### src/rtl/count_pkg.sv
// Shared types and constants for the up/down count direction decoder.
// The state encoding and direction polarity live here so that every block agrees on them.
package count_pkg;

    typedef enum logic [1:0] {
        S_IDLE  = 2'd0,
        S_ACQ   = 2'd1,
        S_TRACK = 2'd2
    } state_t;

    localparam logic DIR_UP   = 1'b1;
    localparam logic DIR_DOWN = 1'b0;

endpackage : count_pkg

### src/rtl/count_step_classify.sv
// Combinational classification of one count sample against the stored reference.
// It produces mutually exclusive up/down/hold/error flags, plus a wrap flag for steps that cross the max<->0 boundary.
module count_step_classify #(
    parameter int WIDTH = 3
) (
    input  logic [WIDTH-1:0] cnt_in,
    input  logic [WIDTH-1:0] ref_val,
    output logic             is_up,
    output logic             is_down,
    output logic             is_hold,
    output logic             is_err,
    output logic             is_wrap
);

    localparam logic [WIDTH-1:0] ONE      = WIDTH'(1);
    localparam logic [WIDTH-1:0] ALL_ONES = '1;
    localparam logic [WIDTH-1:0] ZERO     = '0;

    logic [WIDTH-1:0] diff;

    // Modular subtraction lets max->0 and 0->max read as single steps.
    assign diff    = cnt_in - ref_val;
    assign is_up   = (diff == ONE);
    assign is_down = (diff == ALL_ONES);
    assign is_hold = (diff == ZERO);
    assign is_err  = !(is_up || is_down || is_hold);
    assign is_wrap = (is_up && (cnt_in == ZERO)) || (is_down && (cnt_in == ALL_ONES));

endmodule : count_step_classify

### src/rtl/count_dir_decoder.sv
// Recovers the counting direction from a stream of observed up/down counter samples.
// All outputs are registered, and each accepted sample is answered one cycle after the edge that accepts it.
module count_dir_decoder
    import count_pkg::*;
#(
    parameter int WIDTH = 3,
    parameter int RUN_W = 8
) (
    input  logic             clk,
    input  logic             rst_n,
    input  logic             cnt_valid,
    input  logic [WIDTH-1:0] cnt_in,
    output logic             dir_out,
    output logic             dir_valid,
    output logic             hold,
    output logic             step_err,
    output logic             wrap,
    output logic [RUN_W-1:0] run_len,
    output logic             locked
);

    localparam logic [RUN_W-1:0] RUN_MAX = '1;
    localparam logic [RUN_W-1:0] RUN_ONE = RUN_W'(1);

    state_t           state_reg;
    logic [WIDTH-1:0] ref_reg;
    logic             dir_reg;
    logic [RUN_W-1:0] run_reg;
    logic             dir_valid_reg;
    logic             hold_reg;
    logic             step_err_reg;
    logic             wrap_reg;

    logic is_up;
    logic is_down;
    logic is_hold;
    logic is_err;
    logic is_wrap;
    logic step_dir;

    count_step_classify #(
        .WIDTH (WIDTH)
    ) u_classify (
        .cnt_in  (cnt_in),
        .ref_val (ref_reg),
        .is_up   (is_up),
        .is_down (is_down),
        .is_hold (is_hold),
        .is_err  (is_err),
        .is_wrap (is_wrap)
    );

    assign step_dir = is_up ? DIR_UP : DIR_DOWN;

    always_ff @(posedge clk) begin
        if (!rst_n) begin
            state_reg     <= S_IDLE;
            ref_reg       <= '0;
            dir_reg       <= DIR_DOWN;
            run_reg       <= '0;
            dir_valid_reg <= 1'b0;
            hold_reg      <= 1'b0;
            step_err_reg  <= 1'b0;
            wrap_reg      <= 1'b0;
        end else begin
            // Pulses last exactly one cycle and fall back to zero whenever no sample arrives.
            dir_valid_reg <= 1'b0;
            hold_reg      <= 1'b0;
            step_err_reg  <= 1'b0;
            wrap_reg      <= 1'b0;
            if (cnt_valid) begin
                case (state_reg)
                    S_IDLE: begin
                        ref_reg   <= cnt_in;
                        state_reg <= S_ACQ;
                    end
                    S_ACQ, S_TRACK: begin
                        if (is_up || is_down) begin
                            dir_valid_reg <= 1'b1;
                            wrap_reg      <= is_wrap;
                            dir_reg       <= step_dir;
                            ref_reg       <= cnt_in;
                            state_reg     <= S_TRACK;
                            if (state_reg == S_ACQ || step_dir != dir_reg) begin
                                run_reg <= RUN_ONE;
                            end else if (run_reg != RUN_MAX) begin
                                run_reg <= run_reg + RUN_ONE;
                            end
                        end else if (is_hold) begin
                            hold_reg <= 1'b1;
                        end else if (is_err) begin
                            // Resynchronise on the bad sample but drop the lock and the run.
                            step_err_reg <= 1'b1;
                            ref_reg      <= cnt_in;
                            run_reg      <= '0;
                            state_reg    <= S_ACQ;
                        end
                    end
                    default: begin
                        state_reg <= S_IDLE;
                    end
                endcase
            end
        end
    end

    assign dir_out   = dir_reg;
    assign dir_valid = dir_valid_reg;
    assign hold      = hold_reg;
    assign step_err  = step_err_reg;
    assign wrap      = wrap_reg;
    assign run_len   = run_reg;
    assign locked    = (state_reg == S_TRACK);

endmodule : count_dir_decoder

### config.mk
export PLATFORM = sky130hd
export DESIGN_NAME = count_dir_decoder
export DESIGN_NICKNAME = d
export VERILOG_FILES = /design/src/rtl/count_pkg.sv /design/src/rtl/count_step_classify.sv /design/src/rtl/count_dir_decoder.sv
export SDC_FILE = /design/constraint.sdc
export NUM_CORES = 1
export LEC_CHECK = 0
export BUFFER_PORTS_ARGS = -buffer_cell sky130_fd_sc_hd__buf_4
export CORE_UTILIZATION = 30
export CTS_CLUSTER_DIAMETER = 80
export DETAILED_ROUTE_END_ITERATION = 12
export HOLD_SLACK_MARGIN = 0.1
export MAX_ROUTING_LAYER = met4
export PLACE_DENSITY_LB_ADDON = 0.1
export SLEW_MARGIN = 20
export SYNTH_ARGS = -nofsm -noshare
export SYNTH_HDL_FRONTEND = slang
export SYNTH_SLANG_ARGS = --single-unit
export TNS_END_PERCENT = 20
### constraint.sdc
create_clock -name clk -period 2.45 [get_ports clk]
set_clock_uncertainty 0.2 [all_clocks]
set_input_delay 0.245 -clock clk [delete_from_list [all_inputs] [get_ports clk]]
set_output_delay 0.245 -clock clk [all_outputs]
set_load 0.01 [all_outputs]
# Word-level counts from Yosys, hierarchy flattened
# Cells that the tools add are included.
[word_totals] output_inout_bits=14 in_bits=6 reg_bits=18 elab_cells=61
[classes] n_eq_ne=12 n_addsub=2 reduce_logical=19 bitwise=3 mux=17
[op_table] cell="$mux 8" count=5
[op_table] cell="$mux 3" count=3
[op_table] cell="$reduce_and 3->1" count=3
[op_table] cell="$add 8x1->8 const B" count=1
[op_table] cell="$ne 8x8->1 const B" count=1
[op_table] cell="$reduce_and 4->1" count=2
[op_table] cell="$eq 3x3->1 const B" count=2
[op_table] cell="$logic_not 3->1" count=2
[op_table] cell="$mux 2" count=3
[op_table] cell="$ne 3x3->1 const B" count=2
[op_table] cell="$pmux 3 s2" count=1
[op_table] cell="$reduce_and 5->1" count=1
[op_table] cell="$reduce_or 5->1" count=1
[op_table] cell="$logic_or 1x1->1" count=4
[op_table] cell="$mux 1" count=4
[op_table] cell="$ne 2x2->1 const B" count=2
[op_table] cell="$pmux 2 s2" count=1
[op_table] cell="$reduce_or 4->1" count=1
[op_table] cell="$eq 3x1->1 const B" count=1
[op_table] cell="$ne 3x1->1 const B" count=1
[op_table] cell="$not 1->1" count=3
[op_table] cell="$sub 3x3->3" count=1
[op_table] cell="$eq 2x1->1 const B" count=1
[op_table] cell="$eq 2x2->1 const B" count=1
[op_table] cell="5 further kinds" count=6

# Longest topological paths before layout
[depth] word_depth=8 depth_mapped=9 ltp_nobuf=7

# Hierarchy
# From an unflattened synthesis, not the netlist that was laid out.
[hier_totals] cells_unflattened=121 hier_area_um2=1064.8
[by_module_without_submodules] mod="count_dir_decoder" area_each_um2=920.9 seq_area_each_um2=360.3 n_inst=1 cells_each=107
[by_module_without_submodules] mod="count_step_classify" area_each_um2=143.9 seq_area_each_um2=0.0 n_inst=1 cells_each=14

# Worst setup path before layout
# Ideal clock, no wire load.
[synth_timing] path_type="reg-to-reg" from="register ref_reg[0]" to="register run_reg[3] (netlist: run_len[3])" setup_time_ps=120 slack_ps=219 n_path_buf=0 t_arrival_ps=1911 path_stages_with_launch=7 required_ps=2130 period_less_slack_ps=2231 path_cell_list="dfxtp_1 ha_1 fa_1 xnor3_2 mux2_4 and4_4 a211o_1"
[synth_via] elab_chain_len=7 word_cells_on_any_way=15 cone_classes="add/sub: 1; eq/ne: 6; mux: 3; reduce/logical: 5"
[synth_lines] item="start: declaration" line="count_dir_decoder.sv:26" source="logic [WIDTH-1:0] ref_reg;"
[synth_lines] item="start signal: assignment" line="count_dir_decoder.sv:74" source="ref_reg <= cnt_in;"
[synth_lines] item="start signal: assignment" line="count_dir_decoder.sv:82" source="ref_reg <= cnt_in;"
[synth_lines] item="start signal: assignment" line="count_dir_decoder.sv:94" source="ref_reg <= cnt_in;"
[synth_lines] item="$sub 3x3->3 *" line="count_step_classify.sv:22" source="assign diff = cnt_in - ref_val;"
[synth_lines] item="$eq 3x1->1" line="count_step_classify.sv:23" source="assign is_up = (diff == ONE);"
[synth_lines] item="$mux 1" line="count_dir_decoder.sv:53" source="assign step_dir = is_up ? DIR_UP : DIR_DOWN;"
[synth_lines] item="$ne 1x1->1" line="count_dir_decoder.sv:84" source="if (state_reg == S_ACQ || step_dir != dir_reg) begin"
[synth_lines] item="$logic_or 1x1->1" line="count_dir_decoder.sv:84"
[synth_lines] item="$ne 3x1->1 (no source line) / $mux 8 (equally long branches)"
[synth_lines] item="$reduce_and 5->1 (no source line) / $mux 8 (equally long branches)"
[synth_lines] item="end signal: assignment" line="count_dir_decoder.sv:87" source="run_reg <= run_reg + RUN_ONE;"
[synth_lines] item="end: declaration" line="count_dir_decoder.sv:28" source="logic [RUN_W-1:0] run_reg;"
# Mark *: on every way between the ends. The rest lies on a longest branch, timed or not.
# A chain may end at the register's enable or synchronous reset.

# Worst setup path after layout
[layout_timing] from="register ref_reg[0]" to="register run_reg[5] (netlist: run_len[5])"
# The elaborated chain is that of the path after synthesis.

==> run_results.csv <==
group,metric,value,unit
layout,diodes,0,
worst_setup_path,max_stage_delay,0.59,ns
logic_synthesis,synth_top_cell_area_share,30.4,%
logic_synthesis,synth_area_leaders,"dfxtp_1 (30%), ha_1 (6.3%), mux2i_1 (4.2%)",
drt,post_drt_wl_per_cell,12.7,um
layout,final_cell_mix,"buf_4 (25), dfxtp_1 (18), a21oi_1 (8)",
global_routing,grt_pass1_vias,914,
cts,clockBufferDepth,2,
floorplanning,die_w,64.9,um
logic_synthesis,yosys.area.top_type,"dfxtp_1",
layout,num-nets-final,167,
outcome,run_status,"complete, no violations",
sta,maxClockFrequency,432,MHz
cts,clockRootBuffer,"clkbuf_8",
logic_synthesis,avgSynthCellArea,9.41,sq um
drt,wl_met3,91,um
global_routing,grt_overflow,0,
worst_setup_path,cpMaxStageDelayCell,"fa_1",
cts,cts_tree,"done",
worst_setup_path,worstPathArrival,2.29,ns
worst_setup_path,r2r_end,"run_len[5]$_SDFFE_PN0P_",
floorplanning,coreArea,3720,sq um
worst_setup_path,rr_startpoint,"ref_reg[0]$_SDFFE_PN0P_",
worst_hold_path,hp-class,"input port to flop",
place,dpl.hpwl,1880,um
pwr,leakage,0.000579,uW
worst_setup_path,setup.worst_path.class,"flop to flop",
drt,detail-route-antenna-nets,0,
place,numPortBuffers,19,
worst_setup_path,r2r_slack,0.13,ns
worst_setup_path,end_kind,"flop",
sta,period_needed,2.32,ns
worst_hold_path,holdPathEnd,"state_reg[0]$_SDFFE_PN0P_",
worst_setup_path,worstPathRequired,2.43,ns
worst_setup_path,critical_path.max_fanout,9,
drt,wl,2540,um
drt,num_vias,1030,
drt,drc,0,
sta,hold_violations,0,
worst_setup_path,worstPathCellList,"ha_1, fa_1, nor4bb_1, mux2_4, o21ai_0, a211oi_1",
sta,fin_crit_sh,94.5,%
logic_synthesis,synth_edf_count,0,
logic_synthesis,syn_area,1190,sq um
worst_setup_path,r2r_cells,6,
floorplanning,die_h,64.9,um
drt,top_layer,"met4",
layout,drive_gt1_share,23.0,%
drt,firstDrtPassIters,4,
sta,relSlewSlack,73.6,%
pwr,powerDensity,501,nW/um^2
global_routing,grt_max_degree,13,
logic_synthesis,synth_nets,139,
logic_synthesis,synth_ff_type,"dfxtp_1",
cts,cts_made_buffers,3,
layout,layout_commonest_cell,"buf_4",
worst_hold_path,hold_start,"cnt_valid",
floorplanning,io_pins,20,
drt,dr.first_iter.drc_count,27,
sta,slew_viol_final,0,
worst_setup_path,start_kind,"flop",
logic_synthesis,netlist_instances,126,
logic_synthesis,async_reset_ff_share,0,%
sta,rsz0062_at_grt,"no",
global_routing,grt_antenna_before_repair,0,
worst_hold_path,whs_path_depth,3,
logic_synthesis,synth_cell_types,41,
cts,htreeDepth,1,
layout,syn_to_final_growth,21.7,%
drt,vias_per_cell,5.15,
sta,setup_viol,0,
sta,tightest_slew,0.395,ns
place,place_congestion,0.743,
global_routing,grt_first_pass_wirelength,4270,um
cts,clk_latency,0.26,ns
cts,clkSinkCount,18,
cts,path_clk_slew,0.07,ns
floorplanning,dieArea,4210,sq um
drt,wl_met1,1300,um
run,drv_cap,0,
layout,final_core_util,38.9,%
floorplanning,initial_utilization,31.9,%
sta,fin_tns_setup,0,ns
logic_synthesis,synth_seq_cells,18,
logic_synthesis,seq_area_frac_synth,30.4,%
global_routing,track_usage,13.3,%
logic_synthesis,yosysWarnings,0,
drt,route.met2.wl,1110,um
pwr,ir_drop,213,uV
layout,largest_register_ffs,8,
floorplanning,num_rows,22,
-- routing by layer --
metal,vias up,global-route usage [%]
met4,0,5.83
met1,478,17.4
met2,24,20.1
met5,-,-
li1,523,-
met3,5,2.29
-- final cells by class --
type,instances,area [sq um]
multi-input combinational,94,712
clock buffer,3,41.3
timing repair buffer,31,248
inverter,6,22.5
tap,48,60.1
sequential,18,360
fill,382,2270
-- how the worst max path moves through the flow --
stage,start,to,slack (ns),depth (start not counted)
final,ref_reg[0]$_SDFFE_PN0P_,run_len[5]$_SDFFE_PN0P_,0.13,6
after detailed placement,cnt_in[0],ref_reg[1]$_SDFFE_PN0P_,0.05,9
after floorplan,ref_reg[0]$_SDFFE_PN0P_,run_len[3]$_SDFFE_PN0P_,0.22,6
after CTS,ref_reg[0]$_SDFFE_PN0P_,run_len[5]$_SDFFE_PN0P_,0.13,6
after global placement,cnt_in[0],ref_reg[0]$_SDFFE_PN0P_,0.07,9
after global routing,ref_reg[0]$_SDFFE_PN0P_,run_len[5]$_SDFFE_PN0P_,0.03,6
-- logic make-up after synthesis --
| logic type | Yosys count | synth area share [%] |
|---|---|---|
| simple gates | 43 | 20.0 |
| xor+xnor | 4 | 4.22 |
| flops | 18 | 30.4 |
| mux | 6 | 5.49 |
| buf+inv | 14 | 9.60 |
| compound gates | 34 | 22.3 |
| fa+ha+maj | 7 | 8.02 |
-- synthesized netlist by cell type, types with 3 or more instances --
library cell,n
a211o_1,3
a211oi_1,4
a21oi_1,8
buf_6,3
clkbuf_1,3
dfxtp_1,18
ha_1,6
inv_1,6
mux2i_1,5
nand2_1,7
nand3_1,6
nand4_1,4
nor2_1,7
nor3_1,6
nor3b_1,4
o21ai_0,5
-- metrics by stage --
| step | total power (uW) | setup slack [ns] | cell area (sq um) | hold slack, ns | instances |
|---|---|---|---|---|---|
| 3_3_place_gp | 510 | 0.0749 | 1340 | 0.280 | 191 |
| 4_1_cts | 733 | 0.133 | 1440 | 0.117 | 200 |
| 6_report | 724 | 0.134 | 1440 | 0.127 | 200 |
| 2_1_floorplan | 475 | 0.219 | 1190 | 0.192 | 126 |
| 3_5_place_dp | 510 | 0.0533 | 1340 | 0.286 | 191 |
| 5_1_grt | 763 | 0.0279 | 1440 | 0.126 | 200 |
-- where the power goes --
group / leakage (uW) / internal [uW] / switching [uW] / total [uW]
registers: 0.000146 / 302 / 8.63 / 311
clock network: 0.0000216 / 110 / 104 / 214
logic: 0.000411 / 91.0 / 108 / 199
-- worst max-delay path, delay by kind of cell, from the launching register on --
family                     cells  cell delay (ns)
AOI/OAI and AO/OA              2             0.31
adders and majority gates      2             0.77
DFF                            1             0.32
muxes                          1             0.28
and+or+nand+nor                1             0.35
-- timing repair --
action / 4_1_cts / 5_1_grt
gates resized for setup: 0 / 0
hold buffers: 6 / 0
setup buffers: 0 / 0
endpoints found under the hold margin: 8 / 0
(Power assumes the default switching activity.)
